--- config.mk ---
export PLATFORM = sky130hd
export DESIGN_NAME = settle_timer
export DESIGN_NICKNAME = d
export VERILOG_FILES = /design/src/rtl/tt_check_pkg.sv /design/src/rtl/truth_table_checker_settle_timer.sv
export SDC_FILE = /design/constraint.sdc
export NUM_CORES = 1
export LEC_CHECK = 0
export CORE_AREA = 3 3 40 42
export CTS_CLUSTER_DIAMETER = 120
export DETAILED_ROUTE_END_ITERATION = 8
export DIE_AREA = 0 0 43 45
export PLACE_DENSITY_LB_ADDON = 0.25
export SYNTH_ARGS = -nofsm -noshare
export SYNTH_HDL_FRONTEND = slang
export SYNTH_SLANG_ARGS = --single-unit
--- constraint.sdc ---
create_clock -name clk -period 1 [get_ports clk]
set_input_delay 0.2 -clock clk [delete_from_list [all_inputs] [get_ports clk]]
set_output_delay 0.2 -clock clk [all_outputs]
set_load 0.05 [all_outputs]
--- src/rtl/tt_check_pkg.sv ---
// Shared types and constants for the truth-table sweep checker.
package tt_check_pkg;

  // Sweep controller states
  typedef enum logic [1:0] {
    IDLE   = 2'd0,
    SETTLE = 2'd1,
    DONE   = 2'd2
  } tt_state_e;

  // Three DUT inputs give eight vectors, indexed as {a,b,c}
  localparam int NUM_VEC = 8;
  localparam int VEC_W   = 3;

  // Full-adder reference tables: bit i is the expected output for vector i
  localparam logic [NUM_VEC-1:0] FA_SUM   = 8'h96;
  localparam logic [NUM_VEC-1:0] FA_CARRY = 8'hE8;

  // A vector fails when either observed output differs from its table bit;
  // both wrong still counts as a single failing vector.
  function automatic logic vecMismatch(
    input logic [NUM_VEC-1:0] expX,
    input logic [NUM_VEC-1:0] expY,
    input logic [VEC_W-1:0]   idx,
    input logic               obsX,
    input logic               obsY
  );
    return (obsX != expX[idx]) || (obsY != expY[idx]);
  endfunction

endpackage

--- src/rtl/truth_table_checker_settle_timer.sv ---
// Settle timer: counts how long the current vector has been applied and
// flags the cycle on which the DUT outputs should be sampled.
module settle_timer
  import tt_check_pkg::*;
#(
  parameter int unsigned SETTLE_CYCLES = 2,
  parameter int unsigned CNT_W         = 4
) (
  input  logic clk,
  input  logic rst,
  input  logic i_clear,
  input  logic i_enable,
  output logic o_terminal
);

  logic [CNT_W-1:0] r_count;

  // Count while enabled; clear restarts the hold period for a new vector
  always_ff @(posedge clk) begin
    if (rst) begin
      r_count <= '0;
    end else if (i_clear) begin
      r_count <= '0;
    end else if (i_enable) begin
      r_count <= r_count + 1'b1;
    end
  end

  // Terminal count marks the last hold cycle of the current vector
  assign o_terminal = (r_count == CNT_W'(SETTLE_CYCLES - 1));

endmodule

# Yosys cells after proc, flatten, opt, wreduce, memory -nomap -nowiden
# Index checks and enable logic that the tools add are counted.
[op_classes]
add_sub_neg = 1
eq_ne = 1
reduce_logical = 1
[ops]
columns = ["operator", "count"]
rows = [
  ["$add A4 B1 Y4 const B", 1],
  ["$eq A4 B1 Y1 const B", 1],
  ["$reduce_or A2 Y1", 1],
]
[totals]
in_bits = 4
regBits = 4

# Logic depth before layout (Yosys ltp)
[depth]
word_depth = 1
depth_mapped = 3
depth_no_buf = 3

# Least setup slack after synthesis
# No wires, ideal clock.
[synth_timing]
path_type = "reg-to-output"
startpoint = "register r_count[0]"
endpoint = "output o_terminal"
path_buffers = 0
stages_incl_launch_ff = 3
arrival_ps = 1662
slack_ps = -862
cell_sequence = "dfxtp_1 > ha_1 > nor3b_1"
[synth_between]
elab_chain_len = 1
[synth_lines]
columns = ["element", "line", "source"]
rows = [
  ["from (decl)", "truth_table_checker_settle_timer.sv:16", "logic [CNT_W-1:0] r_count;"],
  ["from (signal assigned)", "truth_table_checker_settle_timer.sv:25", "r_count <= r_count + 1'b1;"],
  ["$eq A4 B1 Y1", "truth_table_checker_settle_timer.sv:30", "assign o_terminal = (r_count == CNT_W'(SETTLE_CYCLES - 1));"],
  ["to (decl)", "truth_table_checker_settle_timer.sv:13", "output logic o_terminal"],
]
# No other way between the ends.

# Worst setup path in the final report
# Same ends and word-level chain as after synthesis.

==> results.yml <==
drt:
  wl_per_cell_um: 10.4
  vias_per_cell: 3.98
  drtPass1Iterations: 3
  wirelength_um: 477
  dr_total_vias: 183
  drc: 0
  ant_nets: 0
  drt-initial-drc-count: 3
setup_path:
  worstPathRequired_ps: 800
  critical-path-max-stage-delay_ps: 360
  worst-setup-path-type: "flop to output port"
  rr_worst_depth: 3
  cp_max_fo: 2
  cp.arrival_ps: 1090
  worstPathCellList: "ha_4 > nor3b_4 > buf_12"
  endpoint_kind: "output port"
  slowest_stage: "dfxtp_4"
  cp-start-kind: "flop"
clock_tree:
  cts-root-buf: "clkbuf_4"
  cts.reportedPaths.clkPinSlew_ps: 40
  cts_tree: "done"
  numCtsBuffers: 3
  htreeDepth: 1
  clock_latency_ps: 240
  clockBufferDepth: 2
  cts_num_sinks: 4
power_and_ir_drop:
  leakage_nw: 0.144
  internal-power_uw: 357
  clkPwrFrac: 0.476
  ir_drop_v: 0.000431
  p_per_area_nw_per_um2: 1220
  p_total_uw: 464
  pwr-share-comb: 0.163
  switching_power_uw: 108
  seqPwrFrac: 0.361
  switching_share: 0.232
sta:
  fin_skew_ps: 4.69
  worst_pin_slew_ps: 185
  fmax_mhz: 774
  fin_crit_sh: 1.29
  fin_crit_ps: 1290
  relSlewSlack: 0.877
  rsz0062_at_grt: "yes"
  hold_viol_final: 0
  setup_violations: 3
  fin_ws_ps: -292
  slew_viol_final: 0
placed_design:
  place.gp.congestion: 0.598
  placed_area_um2: 312
  numPortBuffers: 4
  dp_cells: 41
  dp_hpwl_um: 343
layout:
  instances_no_fill: 46
  synthToLayoutAreaGrowth_pct: 91.2
  reg_top3: "r_count: 4 flops"
  top_register: "r_count"
  n_antenna_cell: 0
  largest_reg_flops: 4
  layout-drive-gt1-share: 0.613
  design_area_um2: 380
  fin_nets: 38
synth:
  yosysMostFrequentCell: "dfxtp_1"
  synthArstFlopShare: 0
  yosys_warnings: 0
  ys_top_cells_by_count: "dfxtp_1 (4), ha_1 (2), nor2_1 (2), nor3b_1 (2)"
  netlist.area_leader.share: 0.403
  synthCells: 20
  yosys-top-cells-area: "dfxtp_1 (40%), ha_1 (13%), nor3b_1 (7.5%), mux2_1 (5.7%), a21bo_2 (5.0%)"
  syn_area_um2: 199
  synth.net_count: 26
  synth_edf_count: 0
  ys_types: 14
  synth_seq_cells: 4
  ys.flop_type: "dfxtp_1"
  synth_top_area_cell: "dfxtp_1"
  syn_avg_cell_area_um2: 9.95
  ys_seq_area_frac: 0.403
global_routing:
  grt_max_degree: 6
  antenna_found_initial: 0
  grt_use_total: 0.0648
  grt_pass1_wl_um: 841
  overflow: 0
  grt_pass1_vias: 218
floorplan:
  io_pins: 5
  die_w_um: 43
  rows: 13
  die_area_um2: 1940
  dieHeight_um: 45
  start_util: 0.155
  core-area_um2: 1280
hold_path:
  hp-class: "input port to flop"
  holdPathStages: 3
run_status:
  status: "complete, but fails checks"
  violations: "setup timing"
job:
  maxCapViolCount: 0
-- final cells by class --
cell class / instances / area, um^2
clock buffer: 4 / 26.3
timing repair buffer: 7 / 78.8
multi-input combinational: 15 / 166
tap: 15 / 18.8
inverter: 1 / 3.75
fill: 134 / 905
sequential: 4 / 86.3
-- per-stage QoR --
step / setup WS [ps] / util / setup TNS (ps) / hold WS (ps)
2_1_floorplan: -158 / - / -158 / 287
5_1_grt: -337 / 0.296 / -420 / 341
6_report: -292 / 0.296 / -301 / 318
4_1_cts: -301 / 0.281 / -380 / 578
3_5_place_dp: -239 / 0.242 / -818 / 552
3_3_place_gp: -230 / 0.242 / -747 / 539
-- layout by cell type, fill, tap and decap left out, types with 2 or more instances in the layout --
master / count
nor2_1: 2
buf_4: 2
dfxtp_2: 2
clkdlybuf4s50_1: 2
ha_4: 2
clkbuf_4: 3
-- repair_timing --
item | 4_1_cts | 5_1_grt
endpoints found under the setup margin | 2 | 4
hold buffers | 0 | 0
endpoints found under the hold margin | 0 | 0
buffers inserted | 1 | 0
resized for setup | 3 | 6
pin swaps | 2 | 1
-- routing by layer --
metal / wire length, um / GRT usage
met5: 0 / 0
met4: 0 / 0.0904
met3: 16 / 0.0159
met2: 281 / 0.108
met1: 180 / 0.0552
-- power groups by stage --
stage	clock (mW)	combinational, mW	sequential (mW)
2_1_floorplan	0	0.0268	0.171
3_3_place_gp	0	0.0605	0.171
3_5_place_dp	0	0.0623	0.171
4_1_cts	0.232	0.0698	0.167
5_1_grt	0.235	0.0811	0.168
6_report	0.221	0.0756	0.168
-- cell families (layout without fill, tap and decap cells) --
| family | count (synthesis) | count (layout) | synth area share |
|---|---|---|---|
| AOI/OAI and AO/OA | 3 | 3 | 0.113 |
| xor gates and xnor gates | 1 | 1 | 0.0440 |
| adders and majority gates | 2 | 2 | 0.126 |
| buffers and inverters | 1 | 12 | 0.0188 |
| DFF | 4 | 4 | 0.403 |
| muxes | 1 | 1 | 0.0566 |
| and+or+nand+nor | 8 | 8 | 0.239 |
-- critical path: cells and delay by family, from the launching register on --
| kind | cells | cell delay, ps |
|---|---|---|
| buffers and inverters | 1 | 160 |
| and+or+nand+nor | 1 | 200 |
| DFF | 1 | 360 |
| adders and majority gates | 1 | 120 |
-- path summary, 6_finish.rpt --
path / slack, ps / endpoint / from
worst max-delay path: -290 / o_terminal / r_count[0]
worst min-delay path: 320 / r_count[2] / i_clear
worst max register to register: -10 / r_count[3] / r_count[0]
worst min register to register: 570 / r_count[1] / r_count[1]
No activity file was read; power rests on OpenSTA's default activity.
